===== src/rtl/lcb_poll_sched.sv =====
// lcb_poll_sched: round-robin time-slot poller for the local channel blocks.
// Each slot issues a request strobe to one channel, waits for its response
// word on the shared bus (with timeout) and writes it into the write half of
// the ping-pong frame memory.
// Optional build macro TIMEOUT_FILL_EN: a timed-out channel still gets a
// fill word (all ones) written so frame word positions stay fixed.
//
// state | meaning
// IDLE  | waiting for slot count 0 to decide whether to poll this channel
// REQ   | request strobe high for RQ_W clocks, early response accepted
// WAIT  | strobe low, waiting for the response word or the timeout
// WRITE | one-clock memory write of the captured response, index advances
// FILL  | one-clock memory write of the fill word after a timeout
// DONE  | slot finished, bus ignored until the slot wraps
module lcb_poll_sched #(
    parameter int NCH  = 4,
    parameter int SLOT = 768,
    parameter int RQ_W = 20,
    parameter int TMO  = 500,
    parameter int DW   = 12,
    parameter int AW   = 10
) (
    input  logic            clk,
    input  logic            reset,
    input  logic [NCH-1:0]  iChEn,
    input  logic            iSwitch,
    input  logic            iValid,
    input  logic [DW-1:0]   iData,
    input  logic            iErrClr,
    output logic [NCH-1:0]  oRq,
    output logic            oWrEn,
    output logic [AW-1:0]   oWrAddr,
    output logic [DW-1:0]   oWrData,
    output logic [4:0]      oLCB_num,
    output logic [NCH-1:0]  oErr,
    output logic            oStray
);

    localparam int SCW = $clog2(SLOT);
    localparam int CHW = (NCH > 1) ? $clog2(NCH) : 1;
    localparam int TW  = $clog2(TMO + 1);
    localparam int IW  = AW - 1;

    typedef enum logic [2:0] {IDLE, REQ, WAIT, WRITE, FILL, DONE} state_t;

    state_t          state;
    logic [SCW-1:0]  slotCnt;
    logic [CHW-1:0]  ch;
    logic [TW-1:0]   tmr;
    logic [IW-1:0]   idx;
    logic            bank;
    logic            slotEnd;
    logic            timeout;
    logic [NCH-1:0]  chMask;
    logic [NCH-1:0]  errSet;
    logic            straySet;

    // Slot boundary, timer terminal count and sticky-flag set events
    always_comb begin
        slotEnd  = (slotCnt == SCW'(SLOT - 1));
        timeout  = (tmr == '0);
        chMask   = NCH'(1) << ch;
        errSet   = '0;
        straySet = 1'b0;
        if ((state == REQ || state == WAIT) && slotEnd)
            errSet = chMask;
        else if (state == WAIT && timeout && !iValid)
            errSet = chMask;
        if (iValid && state != REQ && state != WAIT)
            straySet = 1'b1;
    end

    // Slot counter, channel pointer and poll round counter
    always_ff @(posedge clk or posedge reset) begin
        if (reset) begin
            slotCnt  <= '0;
            ch       <= '0;
            oLCB_num <= '0;
        end else if (slotEnd) begin
            slotCnt <= '0;
            if (ch == CHW'(NCH - 1)) begin
                ch       <= '0;
                oLCB_num <= oLCB_num + 5'd1;
            end else begin
                ch <= ch + CHW'(1);
            end
        end else begin
            slotCnt <= slotCnt + SCW'(1);
        end
    end

    // Sticky error flags; a set event in the same clock beats the clear
    always_ff @(posedge clk or posedge reset) begin
        if (reset) begin
            oErr   <= '0;
            oStray <= 1'b0;
        end else begin
            oErr   <= (iErrClr ? '0 : oErr) | errSet;
            oStray <= (iErrClr ? 1'b0 : oStray) | straySet;
        end
    end

    // Poll FSM with registered request and memory-write outputs
    always_ff @(posedge clk or posedge reset) begin
        if (reset) begin
            state   <= IDLE;
            oRq     <= '0;
            oWrEn   <= 1'b0;
            oWrAddr <= '0;
            oWrData <= '0;
            tmr     <= '0;
            idx     <= '0;
            bank    <= 1'b0;
        end else begin
            oWrEn <= 1'b0;
            case (state)
                IDLE: begin
                    if (slotCnt == '0 && iChEn[ch]) begin
                        state <= REQ;
                        oRq   <= chMask;
                        bank  <= ~iSwitch;
                        tmr   <= TW'(TMO - 1);
                    end
                end
                REQ: begin
                    tmr <= tmr - TW'(1);
                    if (slotEnd) begin
                        state <= IDLE;
                        oRq   <= '0;
                    end else if (iValid) begin
                        state   <= WRITE;
                        oRq     <= '0;
                        oWrEn   <= 1'b1;
                        oWrAddr <= {bank, idx};
                        oWrData <= iData;
                    end else if (tmr == TW'(TMO - RQ_W)) begin
                        state <= WAIT;
                        oRq   <= '0;
                    end
                end
                WAIT: begin
                    tmr <= tmr - TW'(1);
                    if (slotEnd) begin
                        state <= IDLE;
                    end else if (iValid) begin
                        state   <= WRITE;
                        oWrEn   <= 1'b1;
                        oWrAddr <= {bank, idx};
                        oWrData <= iData;
                    end else if (timeout) begin
`ifdef TIMEOUT_FILL_EN
                        state   <= FILL;
                        oWrEn   <= 1'b1;
                        oWrAddr <= {bank, idx};
                        oWrData <= '1;
`else
                        state <= DONE;
`endif
                    end
                end
                WRITE, FILL: begin
                    idx   <= idx + IW'(1);
                    state <= slotEnd ? IDLE : DONE;
                end
                DONE: begin
                    if (slotEnd)
                        state <= IDLE;
                end
                default: state <= IDLE;
            endcase
        end
    end

endmodule

===== config.mk =====
export PLATFORM = sky130hd
export DESIGN_NAME = lcb_poll_sched
export DESIGN_NICKNAME = d
export VERILOG_FILES = /design/src/rtl/lcb_poll_sched.sv
export SDC_FILE = /design/constraint.sdc
export NUM_CORES = 1
export LEC_CHECK = 0
export CAP_MARGIN = 20
export CORE_ASPECT_RATIO = 0.9
export CORE_MARGIN = 10
export CORE_UTILIZATION = 30
export CTS_BUF_LIST = sky130_fd_sc_hd__clkbuf_16
export DETAILED_ROUTE_END_ITERATION = 10
export DONT_BUFFER_PORTS = 1
export PLACE_DENSITY = 0.51
export SLEW_MARGIN = 20
export SYNTH_ARGS = -nofsm -noshare
export SYNTH_HDL_FRONTEND = slang
export SYNTH_SLANG_ARGS = --single-unit

===== constraint.sdc =====
create_clock -name clk -period 2.3 [get_ports clk]
set_clock_uncertainty 0.2 [all_clocks]
set_input_delay 0.23 -clock clk [delete_from_list [all_inputs] [get_ports clk]]
set_output_delay 0.23 -clock clk [all_outputs]
set_load 0.02 [all_outputs]

* After elaboration in Yosys (flattened, before gate mapping)
Index checks and enable logic that the tools add are counted.
Operators by class: add/sub/neg operators 5, shifts and indexed selects 1, mux-type cells 29, equal/unequal tests 14, reduce and logical (&&, ||, !) cells 21, magnitude comparators 1, bitwise operators 4
Operators by type and width (number):
- 4-bit 2-to-1 mux | 7
- 3-bit 2-to-1 mux | 9
- 9-bit one-hot mux with 2 select lines | 1
- 3-bit one-hot mux with 5 select lines | 1
- 10-bit by 1-bit adder with 10-bit output (second input constant) | 1
- 10-bit == test (second input constant) | 1
- 10-bit zero test | 1
- 10-bit 2-to-1 mux | 1
- 9-bit by 1-bit adder with 9-bit output (second input constant) | 1
- 9-bit == test (second input constant) | 1
- 9-bit zero test | 1
- 9-bit 2-to-1 mux | 1
- 9-bit by 1-bit subtractor with 9-bit output (second input constant) | 1
- 4-bit one-hot mux with 2 select lines | 1
- 3-bit by 2-bit == test with 1-bit output (second input constant) | 2
- 3-bit == test (second input constant) | 2
- 1-bit logical AND | 6
- 1-bit 2-to-1 mux | 6
- 2-bit AND reduction | 3
- 3-bit AND reduction | 2
- 5-bit by 1-bit adder with 5-bit output (second input constant) | 1
- 2-bit inequality test (second input constant) | 2
- 4-bit by 3-bit inequality test with 1-bit output (second input constant) | 1
- 4-bit inequality test (second input constant) | 1
- 18 further kinds | 21
Storage, ports and cells: register bits 71, logic and storage cells 88, input bits 21

* Logic depth before layout (Yosys ltp)
Gate-level depths: netlist of run 1.
word-level depth 6, depth in mapped cells 8, mapped depth without buffers 7

* Least setup slack after synthesis of run 1
OpenSTA, ideal clock, no wires.
kind register to register, start reg slotCnt[0], end reg oWrAddr[0], library setup time 0.125 ns, stages on the path, launching flop included 8, period minus slack after synthesis 1.995 ns, setup slack 0.305 ns, arrival time 1.670 ns, cell sequence dfrtp_1 > ha_1 > and4_4 > nand4b_4 > and3_4 > buf_6 > buf_12 > mux2_4
Between the ends: cells in the longest elaborated chain, start to end 3
Ends and longest elaborated chain:
- start: declaration | line 47 | logic [SCW-1:0] slotCnt;
- start signal: assignment | line 88 | slotCnt <= slotCnt + SCW'(1);
- 10-bit == test | line 60 | slotEnd = (slotCnt == SCW'(SLOT - 1));
- 1-bit NOT (no line)
- 3-bit AND reduction (no line)
- end signal: assignment | line 134 | oWrAddr <= {bank, idx};
- end signal: assignment | line 148 | oWrAddr <= {bank, idx};
- end: declaration | line 32 | output logic [AW-1:0] oWrAddr,
Every way passes these cells. A chain may end at the register's enable or synchronous reset.

* Worst setup path in the final report of run 1
start reg slotCnt[0], end reg oWrAddr[7]
The elaborated chain is that of the path after synthesis.

==> flow_metrics.tcl, run 1 <==
set metrics [dict create \
    status "complete, no violations" \
    coreArea_mm2 0.0110 \
    grt_pass1_vias 2183 \
    syn_nets 315 \
    vias_per_cell 4.66 \
    cp_max_fo 23 \
    syn_avg_cell_area_um2 12.0 \
    p_leak_nw 1.88 \
    syn-cell-area_mm2 0.00341 \
    drtPass1Iterations 4 \
    setup_viol 0 \
    slew_violations 0 \
    p_comb_share_pct 25.3 \
    clkPwrFrac_pct 29.3 \
    cts_tree "done" \
    final_cell_mix "dfrtp_1, nor2_1, mux2_4" \
    hold_path_class "input port to flop" \
    yosysUniqueCellTypes 46 \
    use_met3_pct 5.42 \
    ant_nets 0 \
    vdd_ir_drop_max_uv 417 \
    yosys_warnings 0 \
    finalHoldViolCount 0 \
    ys_seq_area_share_pct 52.1 \
    tightest_slew_ps 508 \
    synthCells 285 \
    crit_type "flop to flop" \
    p_sw_mw 1.54 \
    synthToLayoutAreaGrowth_pct 19.2 \
    fmax_mhz 461 \
    drc 0 \
    dieArea_mm2 0.0160 \
    worstPathRequired_ps 2310 \
    dieHeight_um 121 \
    synth-adder-area-share_pct 3.30 \
    dp.cells 438 \
    startpoint_type "flop" \
    use_met2_pct 11.7 \
    maxCapViolations 0 \
    rows 36 \
    initial_core_util_pct 31.0 \
    tns_ps 0 \
    synthSimpleGateAreaFrac_pct 15.8 \
    synth-compound-area-share_pct 6.61 \
    seq_power_share_pct 45.4 \
    nets 344 \
    finalPower_mw 4.54 \
    port_buffers 0 \
    cts.path.max_buffers 2 \
    grtUsageMet1_pct 11.8 \
    grt_max_degree 50 \
    yosys.area.top_type_share_pct 52.1 \
    drt-total-wl_um 6880 \
    fin_crit_sh_pct 94.3 \
    muxShareOfSynthArea_pct 11.6 \
    boundaryPins 58 \
    grt_overflow 0 \
    cts.htree.levels 3 \
    top_usage_layer "met1" \
    clk_latency_ps 330 \
    yosys.area_share.xor_xnor_pct 6.13 \
    fin_cells 470 \
    final_common_cell "dfrtp_1" \
    synth_area_leader_cell "dfrtp_1" \
    wire_per_inst_um 14.6 \
    clock-root-buffer "clkbuf_16" \
    powerDensity_mw_per_mm2 1120 \
    slew_headroom_pct 65.9 \
    cts_buffers 9 \
    cts_sinks 71 \
    grt_first_pass_wirelength_um 11600 \
    rsz0062_at_grt "no" \
    crit_arrival_ps 2180 \
    synth_area_leaders "dfrtp_1, mux2_4, xnor2_1, ha_1, nor2_1" \
    drive_above_1_share_pct 18.9 \
    synth-async-reset-ratio_pct 100 \
    period_needed_ps 2170 \
    antenna_found_initial 0 \
    path_clk_slew_ps 60 \
    gp_congestion 0.794 \
    synth_top_family_by_area "simple AND/OR/NAND/NOR gates" \
    synth_seq_cells 71 \
    grt_use_total_pct 8.97 \
    final_util_pct 37.0 \
    vias 2188 \
    critPathCaptureType "flop" \
    ys.flop_type "dfrtp_1" \
    swShare_pct 33.8 \
    die_w_um 132 \
    synth_edf_count 0 \
    place_hpwl_um 4750 \
    intPower_mw 3.01 \
    first_iter_violations 109 \
    diodes 0 \
]
metal layers:
layer / part of all wire, % / wire (um) / vias to the layer above
li1: - / - / 1055
met1: 49 / 3390 / 1052
met2: 38 / 2620 / 73
met3: 11 / 776 / 8
met4: 1.3 / 87 / 0
met5: 0 / 0 / -
repair_timing:
action | 4_1_cts | 5_1_grt
gates resized for setup | 0 | 1
endpoints found under the setup margin | 0 | 1
endpoints found under the hold margin | 41 | 0
setup buffers | 0 | 1
hold buffers | 16 | 0
synthesized netlist by cell type, types with 3 or more instances:
cell	number
nor2b_1	3
xnor2_1	15
nor4b_1	3
nand4_1	8
nand3_1	7
nand2b_1	6
buf_2	3
xor2_1	7
ha_1	9
and3_1	9
nand2_1	17
o21ai_0	7
nor3_1	9
inv_1	17
mux2_2	5
o32ai_1	4
nor2_1	19
a21oi_1	9
mux2_4	19
dfrtp_1	71
a21o_1	4
worst max-delay path, cell delays in order (launching register included):
cell	delay (ps)
dfrtp_1	410
ha_1	250
and4_4	200
nand4b_4	120
and3_4	480
mux2_2	380
path summary, 6_finish.rpt:
check | from | endpoint | slack (ps) | depth (start not counted)
setup / recovery | slotCnt[0] | oWrAddr[7] | 130 | 5
hold / removal | iValid | state[0] | 40 | 4
setup reg to reg | slotCnt[0] | oWrAddr[7] | 130 | 5
hold reg to reg | idx[8] | idx[8] | 270 | 1
max in group asynchronous | reset | oLCB_num[1] | 1080 | 3
min in group asynchronous | reset | oWrAddr[6] | 190 | 2
area by class of cell:
| type | count | area [um^2] |
|---|---|---|
| Multi-Input combinational cell | 187 | 1480 |
| Timing Repair Buffer | 28 | 267 |
| Tap cell | 152 | 190 |
| Sequential cell | 71 | 1780 |
| Clock inverter | 6 | 62.6 |
| Inverter | 17 | 63.8 |
| Clock buffer | 9 | 225 |
| Fill cell | 1097 | 6930 |
state kept, by name, indices dropped and copies added, names as in the netlist:
register and count:
slotCnt 10, oWrAddr 10, ch 2, oStray 1, idx 9, oErr 4, tmr 9, bank 1
state 3, oLCB_num 5, oWrData 12, oRq 4, oWrEn 1
power groups by stage:
stage	clock [mW]	combinational, mW	sequential (mW)
CTS	1.38	1.17	2.08
floorplan	0	1.05	1.97
global route	1.44	1.27	2.12
finish	1.33	1.15	2.06
global placement	0	1.12	2.09
detailed placement	0	1.13	2.09
cells by family after synthesis:
| logic type | Yosys count |
|---|---|
| AND/OR/NAND/NOR | 93 |
| flip-flops | 71 |
| AO/OA/AOI/OAI | 34 |
| multiplexers | 28 |
| buffers and inverters | 27 |
| XOR/XNOR | 23 |
| adder cells (fa/ha/maj) | 9 |
metrics by stage:
| stage | hold WS (ps) | instance area [um^2] | setup slack, ps |
|---|---|---|---|
| 4_1_cts | 22.0 | 4050 | 117 |
| 3_3_place_gp | -22.5 | 3610 | 156 |
| 5_1_grt | 73.7 | 4070 | 8.38 |
| 2_1_floorplan | 115 | 3410 | 73.4 |
| 6_report | 36.5 | 4070 | 132 |
| 3_5_place_dp | -24.7 | 3610 | 125 |
Note: power is estimated with default switching activity, not from simulation.
==> run 2, diff against run 1 <==
--- a/config.mk
+++ b/config.mk
@@ -17,3 +17,4 @@
 export SYNTH_ARGS = -nofsm -noshare
 export SYNTH_HDL_FRONTEND = slang
 export SYNTH_SLANG_ARGS = --single-unit
+export TNS_END_PERCENT = 5
==> results of run 2 <==
Final layout, timing and power as in run 1 (identical DEF).
